===== config.mk =====
export PLATFORM = sky130hd
export DESIGN_NAME = stage_if_flat
export DESIGN_NICKNAME = d
export VERILOG_FILES = /design/src/rtl/stage_if_if.sv /design/src/rtl/stage_if.sv /design/src/flat_wrapper.sv
export SDC_FILE = /design/constraint.sdc
export NUM_CORES = 1
export LEC_CHECK = 0
export BUFFER_PORTS_ARGS = -buffer_cell sky130_fd_sc_hd__buf_4
export CAP_MARGIN = 20
export CELL_PAD_IN_SITES_DETAIL_PLACEMENT = 0
export CELL_PAD_IN_SITES_GLOBAL_PLACEMENT = 1
export CORE_ASPECT_RATIO = 0.5
export CORE_MARGIN = 2
export CORE_UTILIZATION = 45
export CTS_CLUSTER_DIAMETER = 100
export DETAILED_ROUTE_END_ITERATION = 16
export PLACE_DENSITY_LB_ADDON = 0.1
export SLEW_MARGIN = 40
export SYNTH_ARGS = -nofsm -noshare
export SYNTH_HDL_FRONTEND = slang
export SYNTH_SLANG_ARGS = --single-unit

===== constraint.sdc =====
create_clock -name clk -period 8.9 [get_ports clk]
set_input_delay 1.78 -clock clk [delete_from_list [all_inputs] [get_ports clk]]
set_output_delay 1.78 -clock clk [all_outputs]
set_load 0.05 [all_outputs]

===== src/rtl/stage_if_if.sv =====
// IFID / I-cache / redirect bundle shared by the fetch stage and its neighbours.
// The master modport is the fetch stage; the slave side is decode, the cache and EX.
interface stage_if_if #(
   parameter int N_THREADS = 4,
   parameter int TID_W     = $clog2(N_THREADS)
);
   logic             id_stall;
   logic             id_itlb_miss;
   logic             id_icache_miss;
   logic [31:0]      id_pc;
   logic [31:0]      id_instruction;
   logic [TID_W-1:0] id_thread;

   logic             ic_req;
   logic [31:0]      ic_addr;
   logic [TID_W-1:0] ic_thread;
   logic             ic_hit;
   logic [31:0]      ic_rdata;
   logic             itlb_miss;
   logic             ic_fill_done;
   logic [TID_W-1:0] ic_fill_thread;

   logic             ex_redirect;
   logic [TID_W-1:0] ex_redirect_thread;
   logic [31:0]      ex_redirect_pc;

   modport master (
      input  id_stall, ic_hit, ic_rdata, itlb_miss, ic_fill_done, ic_fill_thread,
             ex_redirect, ex_redirect_thread, ex_redirect_pc,
      output id_itlb_miss, id_icache_miss, id_pc, id_instruction, id_thread,
             ic_req, ic_addr, ic_thread
   );

   modport slave (
      output id_stall, ic_hit, ic_rdata, itlb_miss, ic_fill_done, ic_fill_thread,
             ex_redirect, ex_redirect_thread, ex_redirect_pc,
      input  id_itlb_miss, id_icache_miss, id_pc, id_instruction, id_thread,
             ic_req, ic_addr, ic_thread
   );
endinterface


===== src/rtl/stage_if.sv =====
// Multithreaded instruction-fetch stage: round-robin thread pick, I-cache/I-TLB
// lookup and IFID register, with per-thread miss/redirect tracking.
module stage_if #(
   parameter int          N_THREADS = 4,
   parameter logic [31:0] BOOT_PC   = 32'h0000_1000,
   parameter int          TID_W     = $clog2(N_THREADS)
) (
   input logic         clk,
   input logic         rst,
   stage_if_if.master  bus
);

   typedef enum logic [1:0] {
      READY         = 2'd0,
      WAIT_FILL     = 2'd1,
      WAIT_REDIRECT = 2'd2
   } thrState_e;

   thrState_e        state_q [N_THREADS];
   thrState_e        state_d [N_THREADS];
   logic [31:0]      pc_q    [N_THREADS];
   logic [31:0]      pc_d    [N_THREADS];
   logic [TID_W-1:0] last_q, last_d;

   logic             idItlbMiss_q, idItlbMiss_d;
   logic             idIcacheMiss_q, idIcacheMiss_d;
   logic [31:0]      idPc_q, idPc_d;
   logic [31:0]      idInstr_q, idInstr_d;
   logic [TID_W-1:0] idThread_q, idThread_d;

   logic             selFound;
   logic             selValid;
   logic [TID_W-1:0] selThread;
   logic [TID_W-1:0] cand;

   // Round-robin search starting after the last issuer; k == N_THREADS wraps
   // back onto last itself, and a thread being redirected this cycle is skipped.
   always_comb begin
      selFound  = 1'b0;
      selThread = '0;
      cand      = '0;
      for (int k = 1; k <= N_THREADS; k++) begin
         cand = last_q + TID_W'(k);
         if (!selFound && state_q[cand] == READY &&
             !(bus.ex_redirect && bus.ex_redirect_thread == cand)) begin
            selFound  = 1'b1;
            selThread = cand;
         end
      end
   end

   assign selValid      = selFound && !bus.id_stall;
   assign bus.ic_req    = selValid;
   assign bus.ic_addr   = pc_q[selThread];
   assign bus.ic_thread = selThread;

   always_comb begin
      state_d        = state_q;
      pc_d           = pc_q;
      last_d         = last_q;
      idItlbMiss_d   = idItlbMiss_q;
      idIcacheMiss_d = idIcacheMiss_q;
      idPc_d         = idPc_q;
      idInstr_d      = idInstr_q;
      idThread_d     = idThread_q;

      for (int t = 0; t < N_THREADS; t++) begin
         if (bus.ic_fill_done && bus.ic_fill_thread == TID_W'(t) && state_q[t] == WAIT_FILL)
            state_d[t] = READY;
      end

      if (selValid) begin
         last_d     = selThread;
         idThread_d = selThread;
         idPc_d     = pc_q[selThread];
         if (bus.itlb_miss) begin
            idItlbMiss_d       = 1'b1;
            idIcacheMiss_d     = 1'b0;
            idInstr_d          = '0;
            state_d[selThread] = WAIT_REDIRECT;
         end else if (!bus.ic_hit) begin
            idItlbMiss_d       = 1'b0;
            idIcacheMiss_d     = 1'b1;
            idInstr_d          = '0;
            state_d[selThread] = WAIT_FILL;
         end else begin
            idItlbMiss_d    = 1'b0;
            idIcacheMiss_d  = 1'b0;
            idInstr_d       = bus.ic_rdata;
            pc_d[selThread] = pc_q[selThread] + 32'd4;
         end
      end else if (!bus.id_stall) begin
         idItlbMiss_d   = 1'b0;
         idIcacheMiss_d = 1'b1;
         idInstr_d      = '0;
      end

      // Redirect is applied last so it overrides a same-cycle fill.
      for (int t = 0; t < N_THREADS; t++) begin
         if (bus.ex_redirect && bus.ex_redirect_thread == TID_W'(t)) begin
            pc_d[t]    = bus.ex_redirect_pc;
            state_d[t] = READY;
         end
      end
   end

   always_ff @(posedge clk or negedge rst) begin
      if (!rst) begin
         for (int t = 0; t < N_THREADS; t++) begin
            state_q[t] <= READY;
            pc_q[t]    <= BOOT_PC;
         end
         last_q         <= TID_W'(N_THREADS - 1);
         idItlbMiss_q   <= 1'b0;
         idIcacheMiss_q <= 1'b1;
         idPc_q         <= '0;
         idInstr_q      <= '0;
         idThread_q     <= '0;
      end else begin
         for (int t = 0; t < N_THREADS; t++) begin
            state_q[t] <= state_d[t];
            pc_q[t]    <= pc_d[t];
         end
         last_q         <= last_d;
         idItlbMiss_q   <= idItlbMiss_d;
         idIcacheMiss_q <= idIcacheMiss_d;
         idPc_q         <= idPc_d;
         idInstr_q      <= idInstr_d;
         idThread_q     <= idThread_d;
      end
   end

   assign bus.id_itlb_miss   = idItlbMiss_q;
   assign bus.id_icache_miss = idIcacheMiss_q;
   assign bus.id_pc          = idPc_q;
   assign bus.id_instruction = idInstr_q;
   assign bus.id_thread      = idThread_q;

endmodule


===== src/flat_wrapper.sv =====
// flat-port wrapper written by rule: the top's interface ports become plain ports
module stage_if_flat 
#(
   parameter int          N_THREADS = 4,
   parameter logic [31:0] BOOT_PC   = 32'h0000_1000,
   parameter int          TID_W     = $clog2(N_THREADS)
)
  (clk, rst, bus_id_stall, bus_ic_hit, bus_ic_rdata, bus_itlb_miss, bus_ic_fill_done, bus_ic_fill_thread, bus_ex_redirect, bus_ex_redirect_thread, bus_ex_redirect_pc, bus_id_itlb_miss, bus_id_icache_miss, bus_id_pc, bus_id_instruction, bus_id_thread, bus_ic_req, bus_ic_addr, bus_ic_thread);
  stage_if_if #(.N_THREADS(N_THREADS), .TID_W(TID_W)) bus_i ();
  input logic clk;
  input logic rst;
  input wire logic [$bits(bus_i.id_stall)-1:0] bus_id_stall;
  input wire logic [$bits(bus_i.ic_hit)-1:0] bus_ic_hit;
  input wire logic [$bits(bus_i.ic_rdata)-1:0] bus_ic_rdata;
  input wire logic [$bits(bus_i.itlb_miss)-1:0] bus_itlb_miss;
  input wire logic [$bits(bus_i.ic_fill_done)-1:0] bus_ic_fill_done;
  input wire logic [$bits(bus_i.ic_fill_thread)-1:0] bus_ic_fill_thread;
  input wire logic [$bits(bus_i.ex_redirect)-1:0] bus_ex_redirect;
  input wire logic [$bits(bus_i.ex_redirect_thread)-1:0] bus_ex_redirect_thread;
  input wire logic [$bits(bus_i.ex_redirect_pc)-1:0] bus_ex_redirect_pc;
  output wire logic [$bits(bus_i.id_itlb_miss)-1:0] bus_id_itlb_miss;
  output wire logic [$bits(bus_i.id_icache_miss)-1:0] bus_id_icache_miss;
  output wire logic [$bits(bus_i.id_pc)-1:0] bus_id_pc;
  output wire logic [$bits(bus_i.id_instruction)-1:0] bus_id_instruction;
  output wire logic [$bits(bus_i.id_thread)-1:0] bus_id_thread;
  output wire logic [$bits(bus_i.ic_req)-1:0] bus_ic_req;
  output wire logic [$bits(bus_i.ic_addr)-1:0] bus_ic_addr;
  output wire logic [$bits(bus_i.ic_thread)-1:0] bus_ic_thread;
  assign bus_i.id_stall = bus_id_stall;
  assign bus_i.ic_hit = bus_ic_hit;
  assign bus_i.ic_rdata = bus_ic_rdata;
  assign bus_i.itlb_miss = bus_itlb_miss;
  assign bus_i.ic_fill_done = bus_ic_fill_done;
  assign bus_i.ic_fill_thread = bus_ic_fill_thread;
  assign bus_i.ex_redirect = bus_ex_redirect;
  assign bus_i.ex_redirect_thread = bus_ex_redirect_thread;
  assign bus_i.ex_redirect_pc = bus_ex_redirect_pc;
  assign bus_id_itlb_miss = bus_i.id_itlb_miss;
  assign bus_id_icache_miss = bus_i.id_icache_miss;
  assign bus_id_pc = bus_i.id_pc;
  assign bus_id_instruction = bus_i.id_instruction;
  assign bus_id_thread = bus_i.id_thread;
  assign bus_ic_req = bus_i.ic_req;
  assign bus_ic_addr = bus_i.ic_addr;
  assign bus_ic_thread = bus_i.ic_thread;
  stage_if #(.N_THREADS(N_THREADS), .BOOT_PC(BOOT_PC), .TID_W(TID_W)) u_core (.clk(clk), .rst(rst), .bus(bus_i));
endmodule

==> flow_metrics.py, run 1 <==
metrics = {
    "critical_path": {
        "ff2ff_setup_slack_ns": 3.18,
        "critPathLaunchType": "input port",
        "arrival_ns": 4.95,
        "worstSetupEndpointType": "primary output",
        "required_ns": 7.12,
        "worstSetupPathType": "input port to primary output",
        "worst-path-max-fanout": 51,
    },
    "clocking": {
        "clkSinkCount": 206,
        "cts_buffer_depth": 3,
        "ctsResizeCount": 0,
        "clk_pin_slew_ns": 0.06,
        "cts.root.buffer_cell": "clkbuf_16",
        "cts_tree": "built",
        "htreeDepth": 1,
        "cts_setup_buffers": 0,
        "holdBufCountCts": 0,
        "cts_made_buffers": 21,
        "clk_latency_ns": 0.51,
    },
    "floorplanning": {
        "dieArea_sq_mm": 0.0253,
        "die_h_um": 113,
        "ios": 178,
        "coreArea_sq_mm": 0.0232,
        "rows": 39,
        "initial_core_util": 0.465,
        "die_x_um": 223,
    },
    "synth": {
        "syn_inst": 1128,
        "ys_async_sr_fraction": 1.00,
        "syn_nets": 1204,
        "avgSynthCellArea_sq_um": 9.56,
        "synth_area_leaders": "dfrtp_1 46%, a22oi_1 8.4%, nand2_1 6.6%",
        "synthFlopType": "dfrtp_1",
        "yosysUniqueCellTypes": 76,
        "synth-seq-cells": 206,
        "synth_edf_count": 0,
        "netlist_area_sq_mm": 0.0108,
        "synth_top_area_share": 0.462,
        "yosysSeqAreaShare": 0.479,
        "yosysWarnings": 0,
        "yosys.area.top_type": "dfrtp_1",
    },
    "timing": {
        "setup_tns_ns": 0,
        "drv_slew": 0,
        "finalHoldViolCount": 0,
        "timing.final.crit_share": 0.757,
        "max-slew-margin-rel": 0.425,
        "finalCriticalPeriod_ns": 6.73,
        "rsz0062_at_grt": "false",
        "final-setup-viol-count": 0,
        "finalClockSkew_ns": 0.0116,
        "worst-slew-pin-transition_ns": 0.862,
        "clock.fmax_mhz": 149,
    },
    "placed_design": {
        "place_congestion": 0.893,
        "postPlaceCellArea_sq_mm": 0.0125,
        "io_buffers": 177,
        "dp_hpwl_um": 23800,
    },
    "route": {
        "drtPass1Iterations": 5,
        "avgRoutedWirePerCell_um": 23.1,
        "routed_wl_um": 36900,
        "drt_iter0_drc": 1265,
        "viasPerCell": 6.24,
        "drcViolationCount": 0,
        "ant_nets": 0,
        "num_vias": 9936,
    },
    "run_status": {
        "status": "complete, no violations",
    },
    "cells_and_area": {
        "fillers": 2106,
        "layout_common_cells": "199 x dfrtp_1, 191 x buf_4, 189 x nand2_1, 121 x a22oi_1, 97 x o21ai_0",
        "final_common_cell": "dfrtp_1",
        "fin_util": 0.569,
        "fin_nets": 1348,
        "drive_above_1_share": 0.242,
        "syn2layout_area_growth_pct": 22.3,
        "fin_area_sq_mm": 0.0132,
        "diodes": 0,
    },
    "global_route": {
        "grt_pass1_vias": 9520,
        "gr-total-overflow": 0,
        "grt_pass1_wl_um": 56600,
        "grtUsageTotal": 0.289,
        "antenna_found_initial": 0,
        "grt_max_degree": 89,
    },
    "hold_path": {
        "holdCritPathClass": "flop to flop",
    },
    "run": {
        "maxCapViolations": 0,
    },
}
[area by class of cell]
class | count | area, sq um | share of cell area
multi-input combinational | 813 | 5200 | 0.395
sequential | 206 | 5170 | 0.392
timing repair buffer | 202 | 1650 | 0.125
clock buffer | 27 | 568 | 0.0431
tap | 307 | 384 | 0.0291
clock inverter | 10 | 108 | 0.00816
inverter | 28 | 108 | 0.00816
[stage by stage]
step                std cells  hold WS, ns  worst slack [ns]
floorplan                1128        0.439              1.86
global placement         1547        0.455              2.22
detailed placement       1555        0.456              2.16
CTS                      1592        0.470              2.14
global route             1593        0.498              1.95
finish                   1593        0.468              2.17
[worst max-delay path, stage by stage]
cell and delay, ns:
buf_4 0.15, xor2_2 0.27, a31oi_2 0.26, or4_1 0.64
o21ai_4 0.11, buf_4 0.30, buf_12 0.29, nand2_1 0.11
and3_1 0.19, a31oi_1 0.48, buf_4 0.31
[path summary, 6_finish.rpt]
path                       cells past startpoint                       from                   end
setup / recovery                              11  bus_ex_redirect_thread[0]        bus_ic_addr[2]
hold / removal                                 2            u_core.pc_q[65]       u_core.pc_q[65]
setup reg to reg                              17           u_core.last_q[0]       u_core.pc_q[30]
hold reg to reg                                2            u_core.pc_q[65]       u_core.pc_q[65]
max in group asynchronous                      2                        rst       u_core.pc_q[65]
min in group asynchronous                      1                        rst  u_core.bus.id_pc[24]
[sequential cells by signal, indices dropped and copies added, names as in the netlist]
name and flops:
u_core.bus.id_icache_miss 1, u_core.last_q 2, u_core.bus.id_itlb_miss 1, u_core.bus.id_instruction 32
u_core.bus.id_pc 32, u_core.pc_q 128, u_core.state_q 8, u_core.bus.id_thread 2
[cell usage after synthesis, types with 6 or more instances]
cell type and number:
nor3_2 11, a22o_1 51, nand2_1 191, a21oi_1 19
a32o_1 8, nor3_1 15, a31oi_1 19, nor2_1 45
a32oi_1 7, clkbuf_1 55, o21ai_0 97, a22oi_1 121
buf_6 6, dfstp_2 7, dfrtp_1 199, nand3_1 18
mux2_2 17, buf_2 14, inv_1 26, mux2i_1 11
and3_1 23, a21o_1 12, a211oi_1 6, o21ai_1 26
xnor2_1 27
[kinds of logic (layout without fill, tap and decap cells)]
family,count (synthesis),after routing,share of synthesized area
DFF,206,206,0.479
adders and majority gates,1,1,0.00116
and+or+nand+nor,347,347,0.153
muxes,32,32,0.0356
xor gates and xnor gates,31,31,0.0266
AOI/OAI and AO/OA,402,402,0.259
buffers and inverters,109,267,0.0450
[per-layer routing]
| metal | track usage | wire length [um] |
|---|---|---|
| met1 | 0.425 | 16900 |
| met4 | 0.0658 | 635 |
| met5 | 0 | 0 |
| met2 | 0.428 | 15800 |
| met3 | 0.0770 | 3510 |
Power of run 1 is left out: the tool's default activity adds up to more than one toggle a clock period on the data nets, which glitch-free logic cannot reach.
==> inputs of run 2 (changes only) <==
--- a/config.mk
+++ b/config.mk
@@ -11,7 +11,7 @@
 export CELL_PAD_IN_SITES_GLOBAL_PLACEMENT = 1
 export CORE_ASPECT_RATIO = 0.5
 export CORE_MARGIN = 2
-export CORE_UTILIZATION = 45
+export CORE_UTILIZATION = 44
 export CTS_CLUSTER_DIAMETER = 100
 export DETAILED_ROUTE_END_ITERATION = 16
 export PLACE_DENSITY_LB_ADDON = 0.1
==> constraint.sdc (replaced) <==
create_clock -name clk -period 6.51 [get_ports clk]
set_input_delay 1.302 -clock clk [delete_from_list [all_inputs] [get_ports clk]]
set_output_delay 1.302 -clock clk [all_outputs]
set_load 0.05 [all_outputs]
==> flow_metrics.py, run 2 (synthesis gave the netlist of run 1 again) <==
metrics = {
    "run_status": {
        "status": "complete, no violations",
    },
    "floorplanning": {
        "die_h_um": 115,
        "ios": 178,
        "initial_core_util": 0.449,
        "rows": 40,
        "dieArea_sq_mm": 0.0259,
        "coreArea_sq_mm": 0.0240,
        "die_x_um": 225,
    },
    "placed_design": {
        "place_congestion": 0.887,
        "dp_hpwl_um": 24500,
        "io_buffers": 177,
    },
    "critical_path": {
        "cp.buffers_inverters": 4,
        "worstSetupPathType": "input port to primary output",
        "rr_startpoint": "u_core.last_q[0]",
        "critical_path.top_delay_family": "compound AO/OA/AOI/OAI gates",
        "worst-path-max-fanout": 19,
        "required_ns": 5.21,
        "crit_end": "bus_ic_addr[2]",
        "path_cells": "buf_4, xor2_2, mux2i_1, a22o_1, a32o_1, a211o_2, inv_1, buf_4, and3_1, a31oi_1, buf_4",
        "path_depth": 11,
        "path_common_cell": "buf_4",
        "arrival_ns": 4.60,
        "startpoint": "bus_ex_redirect_thread[1]",
        "max_stage_delay_ns": 0.49,
        "worstReg2RegEnd": "u_core.pc_q[58]",
        "ff2ff_setup_slack_ns": 1.11,
        "critical-path-slowest-cell": "a22o_1",
        "r2r_cells": 16,
        "worstSetupEndpointType": "primary output",
        "critPathLaunchType": "input port",
    },
    "route": {
        "viasPerCell": 6.19,
        "avgRoutedWirePerCell_um": 23.6,
        "drtPass1Iterations": 8,
        "drcViolationCount": 0,
        "drt_iter0_drc": 1192,
        "num_vias": 9988,
        "ant_nets": 0,
        "routed_wl_um": 38100,
    },
    "global_route": {
        "gr-total-overflow": 0,
        "grt_pass1_vias": 9588,
        "grtUsageTotal": 0.293,
        "grt_pass1_wl_um": 57900,
        "grt_max_degree": 125,
        "antenna_found_initial": 0,
    },
    "timing": {
        "clock.fmax_mhz": 169,
        "rsz0062_at_grt": "false",
        "final-setup-viol-count": 0,
        "worst-slew-pin-transition_ns": 0.814,
        "finalHoldViolCount": 0,
        "drv_slew": 0,
        "finalCriticalPeriod_ns": 5.90,
        "timing.final.crit_share": 0.906,
        "max-slew-margin-rel": 0.452,
        "finalClockSkew_ns": 0.0201,
        "setup_tns_ns": 0,
    },
    "clocking": {
        "clk_latency_ns": 0.53,
        "ctsResizeCount": 0,
        "cts_buffer_depth": 3,
        "cts_setup_buffers": 0,
        "htreeDepth": 1,
        "clkSinkCount": 206,
        "cts.root.buffer_cell": "clkbuf_16",
        "holdBufCountCts": 0,
        "cts_tree": "built",
        "cts_made_buffers": 21,
        "clk_pin_slew_ns": 0.07,
    },
    "run": {
        "maxCapViolations": 0,
    },
    "cells_and_area": {
        "drive_above_1_share": 0.249,
        "diodes": 0,
        "syn2layout_area_growth_pct": 22.2,
        "final_common_cell": "buf_4",
        "fin_nets": 1359,
        "regMostFlops": "u_core.pc_q",
        "largest_reg_flops": 128,
        "layout_common_cells": "210 x buf_4, 199 x dfrtp_1, 191 x nand2_1, 121 x a22oi_1, 97 x o21ai_0",
    },
    "hold_path": {
        "holdCritPathClass": "flop to flop",
        "holdCritStartpoint": "u_core.pc_q[32]",
    },
}
==> run 2: final cells by class <==
class / instances / area [sq um]
clock inverters: 11 / 115
repair buffers: 213 / 1640
inverters: 28 / 108
fillers: 2209 / 10800
flip-flops and latches: 206 / 5160
clock buffers: 27 / 588
well taps: 315 / 394
multi-input cells: 813 / 5160
==> run 2: metal layers <==
| layer | GRT usage | vias to the layer above | routed length (um) |
|---|---|---|---|
| li1 | - | 4472 | - |
| met1 | 0.433 | 4959 | 17300 |
| met2 | 0.433 | 502 | 16200 |
| met3 | 0.0724 | 55 | 3790 |
| met4 | 0.0684 | 0 | 813 |
| met5 | 0 | - | 0 |
==> run 2: how the worst min path moves through the flow <==
stage | cells after the start | to
finish | 2 | u_core.pc_q[32]
global route | 2 | u_core.pc_q[33]
CTS | 2 | u_core.pc_q[32]
detailed placement | 2 | u_core.pc_q[32]
global placement | 2 | u_core.pc_q[64]
floorplan | 2 | u_core.pc_q[0]
==> run 2: worst reg2reg max path, cell delays in order, from the launching register on <==
cell	delay [ns]
dfstp_2	0.79
or3b_2	0.50
a2bb2oi_1	0.36
nand2_1	0.12
a211oi_1	0.25
a211o_2	0.40
inv_1	0.35
buf_4	0.29
and3_1	0.16
a31oi_1	0.47
ha_1	0.28
inv_1	0.10
nor2_1	0.17
nand4_2	0.37
nor3_2	0.31
xnor2_1	0.23
o21ai_1	0.13
==> run 2: per-stage QoR <==
step                utilization  area, sq um  hold slack, ns  cells  worst slack [ns]
global route              0.548        13200           0.495   1613             0.470
global placement          0.519        12500           0.452   1575             0.841
floorplan                     -        10800           0.439   1128             0.311
CTS                       0.548        13200           0.471   1613             0.726
finish                    0.548        13200           0.468   1613             0.610
detailed placement        0.519        12500           0.455   1575             0.674
Power of run 2 is left out for the same reason.
==> inputs of run 3 (changes only) <==
--- a/config.mk
+++ b/config.mk
@@ -9,7 +9,7 @@
 export CAP_MARGIN = 20
 export CELL_PAD_IN_SITES_DETAIL_PLACEMENT = 0
 export CELL_PAD_IN_SITES_GLOBAL_PLACEMENT = 1
-export CORE_ASPECT_RATIO = 0.5
+export CORE_ASPECT_RATIO = 1.2
 export CORE_MARGIN = 2
 export CORE_UTILIZATION = 44
 export CTS_CLUSTER_DIAMETER = 100
==> flow_metrics.py, run 3 (synthesis gave the netlist of run 1 again) <==
metrics = {
    "run_status": {
        "status": "complete, no violations",
    },
    "floorplanning": {
        "die_x_um": 147,
        "dieArea_sq_mm": 0.0258,
        "ios": 178,
        "initial_core_util": 0.448,
        "rows": 62,
        "die_h_um": 175,
        "coreArea_sq_mm": 0.0240,
    },
    "timing": {
        "worst-slew-pin-transition_ns": 0.884,
        "clock.fmax_mhz": 175,
        "setup_tns_ns": 0,
        "drv_slew": 0,
        "timing.final.crit_share": 0.878,
        "finalClockSkew_ns": 0.0161,
        "max-slew-margin-rel": 0.406,
        "rsz0062_at_grt": "false",
        "final-setup-viol-count": 0,
        "finalCriticalPeriod_ns": 5.71,
        "finalHoldViolCount": 0,
    },
    "cells_and_area": {
        "regMostFlops": "u_core.pc_q",
        "fillers": 2319,
        "regArea_sq_mm": 0.00516,
        "fin_nets": 1360,
        "diodes": 0,
        "drive_above_1_share": 0.248,
        "multiInputGateArea_sq_mm": 0.00517,
        "final_common_cell": "buf_4",
        "largest_reg_flops": 128,
        "syn2layout_area_growth_pct": 22.8,
        "instances_no_fill": 1621,
        "layout_common_cells": "210 x buf_4, 199 x dfrtp_1, 190 x nand2_1, 121 x a22oi_1, 97 x o21ai_0",
    },
    "clocking": {
        "holdBufCountCts": 0,
        "clk_latency_ns": 0.53,
        "clk_pin_slew_ns": 0.06,
        "cts_tree": "built",
        "cts.root.buffer_cell": "clkbuf_16",
        "htreeDepth": 1,
        "cts_made_buffers": 23,
        "cts_setup_buffers": 0,
        "clkSinkCount": 206,
        "cts_buffer_depth": 3,
        "ctsResizeCount": 0,
    },
    "critical_path": {
        "required_ns": 5.21,
        "critical-path-slowest-cell": "dfstp_2",
        "worstSetupPathType": "flop to primary output",
        "worstSetupEndpointType": "primary output",
        "critPathLaunchType": "flop",
        "arrival_ns": 4.41,
        "path_common_cell": "buf_4",
        "worst-path-max-fanout": 52,
        "path_cells": "and2b_1, a22oi_2, a31oi_2, or4_1, o21ai_4, buf_4, nand2_1, and3_1, a31oi_1, buf_4",
        "r2r_cells": 14,
        "max_stage_delay_ns": 0.80,
    },
    "placed_design": {
        "post-place-cells": 1579,
        "place_congestion": 0.855,
        "dp_hpwl_um": 22500,
        "io_buffers": 177,
    },
    "route": {
        "drtPass1Iterations": 5,
        "viasPerCell": 6.05,
        "avgRoutedWirePerCell_um": 22.4,
        "drcViolationCount": 0,
        "routed_wl_um": 36300,
        "drt_iter0_drc": 823,
        "num_vias": 9799,
        "ant_nets": 0,
    },
    "global_route": {
        "grt_max_degree": 67,
        "antenna_found_initial": 0,
        "grt_pass1_wl_um": 55900,
        "grtUsageTotal": 0.276,
        "gr-total-overflow": 0,
        "grt_pass1_vias": 9471,
    },
    "run": {
        "maxCapViolations": 0,
    },
    "hold_path": {
        "hold_depth": 2,
        "holdCritPathClass": "flop to flop",
    },
}
-- run 3: final timing paths --
kind,start,endpoint,slack (ns)
setup / recovery,u_core.last_q[0],bus_ic_addr[0],0.80
hold / removal,u_core.bus.id_icache_miss,u_core.bus.id_icache_miss,0.46
setup reg to reg,u_core.last_q[0],u_core.pc_q[26],1.40
hold reg to reg,u_core.bus.id_icache_miss,u_core.bus.id_icache_miss,0.46
max in group asynchronous,rst,u_core.pc_q[69],4.74
min in group asynchronous,rst,u_core.bus.id_pc[22],0.70
-- run 3: cell type report --
type                       count  area share
sequential                   206       0.390
clock buffer                  32      0.0490
inverter                      28     0.00813
timing repair buffer         212       0.122
clock inverter                10     0.00992
multi-input combinational    813       0.390
tap                          320      0.0302
-- run 3: per-stage QoR --
stage	cell area, sq um	setup slack, ns	hold WS (ns)	util
4_1_cts	13200	0.827	0.466	0.551
3_3_place_gp	12400	0.926	0.452	0.517
3_5_place_dp	12500	0.873	0.455	0.518
6_report	13200	0.796	0.463	0.551
5_1_grt	13200	0.584	0.481	0.551
2_1_floorplan	10800	0.311	0.439	-
-- run 3: worst max-delay path, delay by kind of cell, from the launching register on --
family                 cells  cell delay [ns]
AOI/OAI and AO/OA          4             1.00
buffers and inverters      2             0.88
and+or+nand+nor            4             1.20
DFF                        1             0.80
-- run 3: metal layers --
layer | track usage | vias up | wire length (um) | share of wire
met1 | 0.381 | 4863 | 15600 | 0.43
met4 | 0.0829 | 0 | 810 | 0.022
li1 | - | 4485 | - | -
met3 | 0.0499 | 56 | 2660 | 0.073
met5 | 0 | - | 0 | 0
met2 | 0.446 | 395 | 17200 | 0.47
Power of run 3 is left out for the same reason.
